## src/rtl/wx_stream_driver_if.sv

```systemverilog
// wx_stream_driver_if: bundle of the sample input, frame control and per-lane
// cell outputs of the weight-extraction stream driver.
// Handshake: a sample pair transfers on a clock edge where in_valid && in_ready;
// in_ready is !full and never depends on in_valid, and in_valid may be raised or
// dropped at any time.
// slave is the driver's own view; master is the view of whoever feeds it and
// observes the cell outputs.
interface wx_stream_driver_if #(
    parameter int DATA_LENGTH = 8,
    parameter int N           = 4
);
    logic                     in_valid;
    logic                     in_ready;
    logic [N*DATA_LENGTH-1:0] in_a;
    logic [DATA_LENGTH-1:0]   in_b;
    logic                     start;
    logic [15:0]              frame_len;
    logic                     busy;
    logic                     cell_clr;
    logic [N*DATA_LENGTH-1:0] ai_out;
    logic [N*DATA_LENGTH-1:0] bi_out;
    logic [N-1:0]             start1_out;
    logic [N-1:0]             start2_out;
    logic                     frame_done;
    logic [1:0]               dbg_state;

    modport master (
        output in_valid, in_a, in_b, start, frame_len,
        input  in_ready, busy, cell_clr, ai_out, bi_out,
               start1_out, start2_out, frame_done, dbg_state
    );

    modport slave (
        input  in_valid, in_a, in_b, start, frame_len,
        output in_ready, busy, cell_clr, ai_out, bi_out,
               start1_out, start2_out, frame_done, dbg_state
    );
endinterface

```

## src/rtl/wx_stream_driver.sv

```systemverilog
// wx_stream_driver: buffers (a-vector, b) sample pairs in a FIFO and replays
// one frame of them onto N weight-extraction cells, with a per-frame cell
// clear and a completion pulse.
// Optional feature macro WX_DRV_SKEW_EN: lane k is delayed k extra cycles so
// cell k sees each sample k cycles after cell 0; without it every lane strobes
// one cycle after the pop.
// FSM: IDLE accepts start, RUN pops one entry per non-empty cycle until the
// frame count is exhausted, DRAIN waits for the skew pipe to empty.
// The FSM state is visible on dbg_state (0 IDLE, 1 RUN, 2 DRAIN).
module wx_stream_driver #(
    parameter int DATA_LENGTH = 8,
    parameter int N           = 4,
    parameter int DEPTH       = 8
) (
    input logic               clk,
    input logic               rst,
    wx_stream_driver_if.slave io_bus
);
    localparam int AW = $clog2(DEPTH);
    localparam int VW = N * DATA_LENGTH;
`ifdef WX_DRV_SKEW_EN
    localparam bit SKEW = 1'b1;
`else
    localparam bit SKEW = 1'b0;
`endif
    // Number of register stages on the longest lane.
    localparam int NSTG = SKEW ? N : 1;
    localparam logic [AW:0] PTR_ONE = {{AW{1'b0}}, 1'b1};
    localparam logic [15:0] REM_ONE = 16'd1;

    typedef enum logic [1:0] {
        S_IDLE  = 2'd0,
        S_RUN   = 2'd1,
        S_DRAIN = 2'd2
    } state_t;

    state_t                 r_state;
    state_t                 w_state_next;
    logic [VW-1:0]          r_mem_a [DEPTH];
    logic [DATA_LENGTH-1:0] r_mem_b [DEPTH];
    logic [AW:0]            r_wr_ptr;
    logic [AW:0]            r_rd_ptr;
    logic [AW-1:0]          w_rd_idx;
    logic                   w_full;
    logic                   w_empty;
    logic                   w_push;
    logic                   w_pop;
    logic                   w_load;
    logic                   w_clr_set;
    logic                   w_done_set;
    logic                   w_busy;
    logic [15:0]            r_remaining;
    logic                   r_cell_clr;
    logic                   r_frame_done;
    logic [NSTG-1:0]        r_vld;
    logic [DATA_LENGTH-1:0] r_pb [NSTG];
    logic                   w_pipe_clearing;

    // Extra pointer bit tells full from empty when the indices match.
    assign w_rd_idx = r_rd_ptr[AW-1:0];
    assign w_empty  = (r_wr_ptr == r_rd_ptr);
    assign w_full   = (r_wr_ptr[AW] != r_rd_ptr[AW]) &&
                      (r_wr_ptr[AW-1:0] == r_rd_ptr[AW-1:0]);
    assign w_push   = io_bus.in_valid && !w_full;

    // FIFO pointers; reset flushes any queued samples.
    always_ff @(posedge clk) begin
        if (rst) begin
            r_wr_ptr <= '0;
            r_rd_ptr <= '0;
        end else begin
            if (w_push) r_wr_ptr <= r_wr_ptr + PTR_ONE;
            if (w_pop)  r_rd_ptr <= r_rd_ptr + PTR_ONE;
        end
    end

    // FIFO storage, written on every accepted sample.
    always_ff @(posedge clk) begin
        if (w_push) begin
            r_mem_a[r_wr_ptr[AW-1:0]] <= io_bus.in_a;
            r_mem_b[r_wr_ptr[AW-1:0]] <= io_bus.in_b;
        end
    end

    // FSM state register.
    always_ff @(posedge clk) begin
        if (rst) r_state <= S_IDLE;
        else     r_state <= w_state_next;
    end

    // FSM next state; a zero-length start stays in IDLE.
    always_comb begin
        w_state_next = r_state;
        case (r_state)
            S_IDLE:  if (io_bus.start && (io_bus.frame_len != 16'd0)) w_state_next = S_RUN;
            S_RUN:   if (w_pop && (r_remaining == REM_ONE)) w_state_next = S_DRAIN;
            S_DRAIN: if (w_pipe_clearing) w_state_next = S_IDLE;
            default: w_state_next = S_IDLE;
        endcase
    end

    // FSM outputs: pop requests, frame load and the one-cycle pulse requests.
    always_comb begin
        w_pop      = 1'b0;
        w_load     = 1'b0;
        w_clr_set  = 1'b0;
        w_done_set = 1'b0;
        w_busy     = 1'b0;
        case (r_state)
            S_IDLE: begin
                if (io_bus.start) begin
                    w_load = 1'b1;
                    if (io_bus.frame_len == 16'd0) w_done_set = 1'b1;
                    else                           w_clr_set  = 1'b1;
                end
            end
            S_RUN: begin
                w_busy = 1'b1;
                w_pop  = !w_empty;
            end
            S_DRAIN: begin
                w_busy     = 1'b1;
                w_done_set = w_pipe_clearing;
            end
            default: ;
        endcase
    end

    // Frame counter and registered clear/done pulses.
    always_ff @(posedge clk) begin
        if (rst) begin
            r_remaining  <= '0;
            r_cell_clr   <= 1'b0;
            r_frame_done <= 1'b0;
        end else begin
            r_cell_clr   <= w_clr_set;
            r_frame_done <= w_done_set;
            if (w_load)     r_remaining <= io_bus.frame_len;
            else if (w_pop) r_remaining <= r_remaining - REM_ONE;
        end
    end

    // Valid bit shift chain shared by all lanes; lane k taps stage k.
    always_ff @(posedge clk) begin
        if (rst) begin
            r_vld <= '0;
        end else begin
            r_vld[0] <= w_pop;
            for (int s = 1; s < NSTG; s++) r_vld[s] <= r_vld[s-1];
        end
    end

    // Shared b chain; data only moves with a valid entry so outputs hold.
    always_ff @(posedge clk) begin
        if (rst) begin
            for (int s = 0; s < NSTG; s++) r_pb[s] <= '0;
        end else begin
            if (w_pop) r_pb[0] <= r_mem_b[w_rd_idx];
            for (int s = 1; s < NSTG; s++) begin
                if (r_vld[s-1]) r_pb[s] <= r_pb[s-1];
            end
        end
    end

    // The pipe is empty after this edge when only final-stage entries remain.
    always_comb begin
        w_pipe_clearing = 1'b1;
        for (int s = 0; s < NSTG - 1; s++) begin
            if (r_vld[s]) w_pipe_clearing = 1'b0;
        end
    end

    for (genvar k = 0; k < N; k++) begin : g_lane
        localparam int D = SKEW ? k + 1 : 1;
        logic [DATA_LENGTH-1:0] r_pa [D];

        // Per-lane a chain of D stages, advancing with the valid chain.
        always_ff @(posedge clk) begin
            if (rst) begin
                for (int s = 0; s < D; s++) r_pa[s] <= '0;
            end else begin
                if (w_pop) r_pa[0] <= r_mem_a[w_rd_idx][k*DATA_LENGTH +: DATA_LENGTH];
                for (int s = 1; s < D; s++) begin
                    if (r_vld[s-1]) r_pa[s] <= r_pa[s-1];
                end
            end
        end

        assign io_bus.ai_out[k*DATA_LENGTH +: DATA_LENGTH] = r_pa[D-1];
        assign io_bus.bi_out[k*DATA_LENGTH +: DATA_LENGTH] = r_pb[D-1];
        assign io_bus.start1_out[k]                        = r_vld[D-1];
        assign io_bus.start2_out[k]                        = r_vld[D-1];
    end

    assign io_bus.in_ready   = !w_full;
    assign io_bus.busy       = w_busy;
    assign io_bus.cell_clr   = r_cell_clr;
    assign io_bus.frame_done = r_frame_done;
    assign io_bus.dbg_state  = r_state;
endmodule

```

## src/flat_wrapper.sv

```systemverilog
// flat-port wrapper written by rule: the top's interface ports become plain ports
module wx_stream_driver_flat 
#(
    parameter int DATA_LENGTH = 8,
    parameter int N           = 4,
    parameter int DEPTH       = 8
)
  (clk, rst, io_bus_in_valid, io_bus_in_a, io_bus_in_b, io_bus_start, io_bus_frame_len, io_bus_in_ready, io_bus_busy, io_bus_cell_clr, io_bus_ai_out, io_bus_bi_out, io_bus_start1_out, io_bus_start2_out, io_bus_frame_done, io_bus_dbg_state);
  wx_stream_driver_if #(.DATA_LENGTH(DATA_LENGTH), .N(N)) io_bus_i ();
  input logic clk;
  input logic rst;
  input wire logic [$bits(io_bus_i.in_valid)-1:0] io_bus_in_valid;
  input wire logic [$bits(io_bus_i.in_a)-1:0] io_bus_in_a;
  input wire logic [$bits(io_bus_i.in_b)-1:0] io_bus_in_b;
  input wire logic [$bits(io_bus_i.start)-1:0] io_bus_start;
  input wire logic [$bits(io_bus_i.frame_len)-1:0] io_bus_frame_len;
  output wire logic [$bits(io_bus_i.in_ready)-1:0] io_bus_in_ready;
  output wire logic [$bits(io_bus_i.busy)-1:0] io_bus_busy;
  output wire logic [$bits(io_bus_i.cell_clr)-1:0] io_bus_cell_clr;
  output wire logic [$bits(io_bus_i.ai_out)-1:0] io_bus_ai_out;
  output wire logic [$bits(io_bus_i.bi_out)-1:0] io_bus_bi_out;
  output wire logic [$bits(io_bus_i.start1_out)-1:0] io_bus_start1_out;
  output wire logic [$bits(io_bus_i.start2_out)-1:0] io_bus_start2_out;
  output wire logic [$bits(io_bus_i.frame_done)-1:0] io_bus_frame_done;
  output wire logic [$bits(io_bus_i.dbg_state)-1:0] io_bus_dbg_state;
  assign io_bus_i.in_valid = io_bus_in_valid;
  assign io_bus_i.in_a = io_bus_in_a;
  assign io_bus_i.in_b = io_bus_in_b;
  assign io_bus_i.start = io_bus_start;
  assign io_bus_i.frame_len = io_bus_frame_len;
  assign io_bus_in_ready = io_bus_i.in_ready;
  assign io_bus_busy = io_bus_i.busy;
  assign io_bus_cell_clr = io_bus_i.cell_clr;
  assign io_bus_ai_out = io_bus_i.ai_out;
  assign io_bus_bi_out = io_bus_i.bi_out;
  assign io_bus_start1_out = io_bus_i.start1_out;
  assign io_bus_start2_out = io_bus_i.start2_out;
  assign io_bus_frame_done = io_bus_i.frame_done;
  assign io_bus_dbg_state = io_bus_i.dbg_state;
  wx_stream_driver #(.DATA_LENGTH(DATA_LENGTH), .N(N), .DEPTH(DEPTH)) u_core (.clk(clk), .rst(rst), .io_bus(io_bus_i));
endmodule
```

## config.mk

```make
export PLATFORM = sky130hd
export DESIGN_NAME = wx_stream_driver_flat
export DESIGN_NICKNAME = d
export VERILOG_FILES = /design/src/rtl/wx_stream_driver_if.sv /design/src/rtl/wx_stream_driver.sv /design/src/flat_wrapper.sv
export SDC_FILE = /design/constraint.sdc
export NUM_CORES = 1
export LEC_CHECK = 0
export BUFFER_PORTS_ARGS = -buffer_cell sky130_fd_sc_hd__buf_2
export CAP_MARGIN = 20
export CORE_MARGIN = 2
export CORE_UTILIZATION = 55
export DETAILED_ROUTE_END_ITERATION = 16
export PLACE_DENSITY = 0.72
export RECOVER_POWER = 50
export SLEW_MARGIN = 20
export SYNTH_ARGS = -nofsm -noshare
export SYNTH_HDL_FRONTEND = slang
export SYNTH_SLANG_ARGS = --single-unit
```

## constraint.sdc

```tcl
create_clock -name clk -period 5.3 [get_ports clk]
set_input_delay 1.06 -clock clk [delete_from_list [all_inputs] [get_ports clk]]
set_output_delay 1.06 -clock clk [all_outputs]
set_load 0.05 [all_outputs]
```

-- Word level (Yosys, flattened, before mapping)
Memories as Yosys holds them, arrays and structs flattened. A register that Yosys moved wholly into a read port is not among the register bits.
Cells that the tools add are included.
- register bits after elaboration: 29
- bits in writable memories: 360
- input bits: 60
- output and inout port bits: 78
- logic and storage cells: 79
- memories kept: 7
- add/subtract/negate cells: 3
- equal/unequal tests: 8
- multiplexer cells: 34
- bitwise gates (word level): 2
- reductions and logical operators: 18
- memories (name ; depth ; width ; rd ports ; clocked after memory_dff ; wr ports ; line ; source):
    u_core.r_mem_a ; 8 ; 32 ; 1 ; 1 ; 1 ; wx_stream_driver.sv:39 ; logic [VW-1:0] r_mem_a [DEPTH];
    u_core.r_mem_b ; 8 ; 8 ; 1 ; 1 ; 1 ; wx_stream_driver.sv:40 ; logic [DATA_LENGTH-1:0] r_mem_b [DEPTH];
    u_core.g_lane[0].r_pa ; 1 ; 8 ; 1 ; 0 ; 1 ; wx_stream_driver.sv:175 ; logic [DATA_LENGTH-1:0] r_pa [D];
    u_core.g_lane[1].r_pa ; 1 ; 8 ; 1 ; 0 ; 1 ; wx_stream_driver.sv:175 ;
    u_core.g_lane[2].r_pa ; 1 ; 8 ; 1 ; 0 ; 1 ; wx_stream_driver.sv:175 ;
    u_core.g_lane[3].r_pa ; 1 ; 8 ; 1 ; 0 ; 1 ; wx_stream_driver.sv:175 ;
    +1 memories ; n/a ; n/a ; n/a ; n/a ; n/a ; n/a ;
- operators with widths (cell ; number):
    2-to-1 mux 8 bit ; 5
    OR reduction 8 bit ; 5
    2-to-1 mux 16 bit ; 2
    2-to-1 mux 1 bit ; 19
    equality test 16 x 1 -> 1 bit, second input constant ; 1
    logical NOT 16 bit ; 1
    nonzero test 16 bit ; 1
    subtractor 16 x 1 -> 16 bit, second input constant ; 1
    2-to-1 mux 3 bit ; 4
    adder 4 x 1 -> 4 bit, second input constant ; 2
    equality test 4 bit ; 1
    logical AND 1 bit ; 4
    2-to-1 mux 2 bit ; 2
    != test 2 x 1 -> 1 bit, second input constant ; 2
    case mux 2 bit (2 select lines) ; 1
    equality test 3 bit ; 1
    OR reduction 3 bit ; 1
    equality test 2 x 1 -> 1 bit, second input constant ; 1
    equality test 2 bit, second input constant ; 1
    logical NOT 1 bit ; 2
    logical NOT 2 bit ; 1
    inverter 1 bit ; 2
    case mux 1 bit (2 select lines) ; 1
    AND reduction 2 bit ; 1
    3 further kinds ; 3

-- Logic depth before layout (Yosys ltp)
- depth in word-level cells: 8
- mapped depth: 7
- gate-level depth less buffers: 7

-- Least setup slack after synthesis
OpenSTA, ideal clock, no wires.
- kind: register -> register
- from: register u_core.r_wr_ptr[0]
- to: memory u_core.r_mem_a[0][0] (netlist name), enable pin
- setup time: 0.487 ns
- arrival time: 4.133 ns
- path slack: 0.680 ns
- cell stages (with the launch flop): 6
- path buffers: 1
- period minus slack after synthesis: 4.620 ns
- cell sequence: dfxtp_1 -> buf_2 -> xnor2_1 -> nand4_1 -> nand3_1 -> nor3_1
- longest elaborated chain between the ends: 6
- RTL lines (element ; line ; source):
    start: declaration ; wx_stream_driver.sv:41 ; logic [AW:0] r_wr_ptr;
    start signal: assignment ; wx_stream_driver.sv:72 ; if (w_push) r_wr_ptr <= r_wr_ptr + PTR_ONE;
    equality test 3 bit ; wx_stream_driver.sv:63 ; (r_wr_ptr[AW-1:0] == r_rd_ptr[AW-1:0]);
    logical AND 1 bit ; wx_stream_driver.sv:62 ; assign w_full = (r_wr_ptr[AW] != r_rd_ptr[AW]) &&
    logical NOT 1 bit ; n/a ;
    named net io_bus_in_ready ; flat_wrapper.sv:17 ; output wire logic [$bits(io_bus_i.in_ready)-1:0] io_bus_in_ready;
    logical AND 1 bit ; wx_stream_driver.sv:64 ; assign w_push = io_bus.in_valid && !w_full;
    2-to-1 mux 1 bit ; wx_stream_driver.sv:79 ; if (w_push) begin
    2-to-1 mux 1 bit (implied by the code) ; wx_stream_driver.sv:80 ; r_mem_a[r_wr_ptr[AW-1:0]] <= io_bus.in_a;
    end: declaration ; wx_stream_driver.sv:39 ;
The timed path passes the listed nets, and every way through them passes these cells.

-- Worst setup path in the final report
- from: register u_core.r_wr_ptr[0]
- to: register u_core.r_remaining[13]
- longest elaborated chain between the ends: 4
- RTL lines (element ; line ; source):
    equality test 4 bit ; wx_stream_driver.sv:61 ; assign w_empty = (r_wr_ptr == r_rd_ptr);
    logical NOT 1 bit ; wx_stream_driver.sv:119 ; w_pop = !w_empty;
    2-to-1 mux 1 bit ; wx_stream_driver.sv:109 ; case (r_state)
    nonzero test 2 bit (no line) ; n/a ;
    end signal: assignment ; wx_stream_driver.sv:138 ; if (w_load) r_remaining <= io_bus.frame_len;
    end signal: assignment ; wx_stream_driver.sv:139 ; else if (w_pop) r_remaining <= r_remaining - REM_ONE;
    end: declaration ; wx_stream_driver.sv:52 ; logic [15:0] r_remaining;
No other way between the ends.
A chain may end at the register's enable or synchronous reset.

==> qor.csv <==
metric;value;unit
final worst path period need;2.96;ns
number of synthesized register bits;392;
Hold Crit Start;u_core.r_remaining[3];
DR pass1 iterations;5;
most used cell, CP;nor4_1;
Clock Sinks;392;
Yosys top cell by area;edfxtp_1;
area delta synth->final;13.3;%
io pins;138;
clk slew on worst S/H paths;0.06;ns
Tcrit/Tclk final;55.9;%
initial cell density of the core;56.3;%
max-slew violations;10;
Critical Path Sink Type;flip-flop;
Post-CTS Setup Inserts;0;
FF-to-FF path depth;5;
register area share after synthesis;75.0;%
Post-DP HPWL;15900;um
final wirelength;27300;um
fraction of layout cells with a size suffix above 1;20.4;%
WL per Instance;21.0;um
Vias;7427;
pre-CTS setup slack;2.18;ns
vias in the first global route;7504;
core area;27100;um2
Hold WS;0.568;ns
post-synth cell types;37;
All-Layer GR Usage;19.4;%
GPL Wtd Cong;0.782;
actual slew at the worst max-slew pin;1.81;ns
Final #Nets;973;
critical-path maximum fanout;9;
WHS Endpoint;u_core.r_remaining[3];
RSZ-0062 raised after global routing;false;
Arr. time, crit path;3.40;ns
Worst Slack Setup Final;2.34;ns
Post-Syn Area;15300;um2
first-pass GRT wire length;42600;um
Hold WC Path Type;reg2reg;
CTS-repair resized insts;0;
status;finished with violations;
FILL cells;1876;
largest net degree at the start of global routing;45;
Setup Crit Path Kind;reg2reg;
Worst-Skew Late Latency;0.52;ns
Rows;60;
DRC Markers;0;
initial antenna violation count;2;
Reg2Reg Setup Slack;2.34;ns
Max clock buf depth;3;
Post-Route Utilization;63.8;%
Hold Path Cell Cnt;2;
worst path cell trace;xor2_1 -> nor4_1 -> nor4_1 -> xnor2_1 -> a211oi_1;
Max Freq;337;MHz
root buffer cell;clkbuf_16;
total power;0.00731;W
Die ar.;29100;um2
hold_buf cts;0;
Synth Instances;781;
area occupied by multi-input gates;3410;um2
Num CTS Buffers;39;
warnings from Yosys;0;
Critical Path Start Type;flip-flop;
Sequential Area;11500;um2
CP max stage delay;1.48;ns
DRT antenna net count;0;
syn nets;849;
power per cell area;423;nW/um2
GR Overflow Total;0;
maximum VDD drop;0.197;mV
Clock Skew;0.0182;ns
Worst path slowest cell;nor4_1;
Via-to-Cell Ratio;5.70;
Max Cap Viol;1;
average size of a mapped cell;19.5;um2
largest cells by area after synthesis;edfxtp_1, mux4_2, dfxtp_1;
final setup fails;0;
Final Hold Fails;0;
Critical R2R Launch;u_core.r_wr_ptr[0];
post-synth top area share;70.8;%
Slew HR;-22.1;%
setup TNS;0;ns
die width;171;um
worst reg2reg endpoint;u_core.r_remaining[13];
failing checks;max-capacitance violations, max-slew violations;
CTS tree;done;
Leak;5.40;nW
H-tree levels;2;
die height;171;um
critical path required time;5.73;ns
PortBufs;137;
DRT iter0 DRCs;592;
==> sequential cells by signal (all words and copies together), names as in the netlist, 2 cells and up, named ones only <==
register and count:
u_core.io_bus.dbg_state 2, u_core.r_remaining 16, u_core.r_wr_ptr 4, u_core.r_pb 8, u_core.r_mem_b 64, u_core.r_mem_a 256, u_core.g_lane.r_pa 32, u_core.r_rd_ptr 4
==> cell families after synthesis <==
logic type	synth area share (%)
AOI/OAI and AO/OA	1.66
xor gates and xnor gates	1.76
adders and majority gates	0.656
buffers and inverters	2.75
DFF	75.0
muxes	14.4
and+or+nand+nor	3.71
==> worst max-delay path: cells and delay by family (launching register included) <==
family / cells / cell delay, ns
AOI/OAI and AO/OA: 1 / 0.22
DFF: 1 / 0.57
and+or+nand+nor: 2 / 1.70
xor gates and xnor gates: 2 / 0.41
==> power breakdown <==
| group | internal, W | total (W) | switching, W |
|---|---|---|---|
| Clock | 0.00165 | 0.00271 | 0.00106 |
| Sequential | 0.00353 | 0.00363 | 0.000101 |
| Combinational | 0.000326 | 0.000974 | 0.000648 |
==> stage by stage <==
stage,cell area [um2],std cells
global placement,16200,1236
finish,17300,1304
detailed placement,16200,1236
floorplan,15300,781
CTS,17500,1303
global route,17300,1304
==> cells in the final DEF (no fill, tap or decap), types with 3 or more instances in the layout <==
cell	n
edfxtp_1	360
clkbuf_1	119
mux4_2	80
nor2_1	60
clkbuf_16	41
mux2i_1	40
dfxtp_1	29
buf_2	28
xnor2_1	19
nor4_1	12
a21oi_1	12
buf_4	12
nand2_1	11
inv_1	9
xor2_1	9
o21ai_0	9
a211oi_1	9
nand3_1	8
ha_1	8
nor3_1	6
clkinv_2	6
nor2_4	5
bufinv_16	5
clkinv_1	5
nand2b_1	3
==> cells in the mapped netlist (all sizes together) <==
cell	n
clkbuf	23
nand2	13
nor4	13
edfxtp	360
nand2b	3
nor4b	2
o21ai	9
o211ai	1
ha	8
nand4	2
xnor2	19
a31oi	1
buf	44
nand3	8
nor3	8
mux4	80
nor2	65
nand3b	2
a41oi	1
inv	9
or3	1
a41o	1
and4	1
a211oi	9
dfxtp	32
or2	1
o41ai	3
xor2	10
mux2i	40
a21oi	12
==> worst max path at each step <==
stage                             from                endpoint  slack, ns  depth (start not counted)
floorplan           u_core.r_wr_ptr[0]    u_core.r_mem_a[0][0]       0.68                          5
global placement       io_bus_in_valid    u_core.r_mem_a[1][1]       2.22                          4
detailed placement     io_bus_in_valid    u_core.r_mem_a[1][4]       2.18                          4
CTS                 u_core.r_wr_ptr[3]         io_bus_in_ready       2.31                          3
global route        u_core.r_wr_ptr[0]  u_core.r_remaining[13]       2.13                          5
finish              u_core.r_wr_ptr[0]  u_core.r_remaining[13]       2.34                          5
==> routing by layer <==
layer  GRT usage (%)  up-vias  routed length [um]
met5               0        -                  13
met4            5.31        2                 461
met3            3.40       40                1700
met2            31.6      260               13300
met1            27.5     3798               11900
li1                -     3327                   -
==> cell type report <==
| type | instances | share of cell area [%] |
|---|---|---|
| multi-input cells | 313 | 19.7 |
| well taps | 372 | 2.69 |
| clock buffers | 51 | 6.15 |
| flip-flops and latches | 392 | 66.3 |
| clock inverters | 16 | 1.15 |
| diodes | 1 | 0.0145 |
| repair buffers | 150 | 3.81 |
| inverters | 9 | 0.195 |
Note: power is estimated with default switching activity, not from simulation.
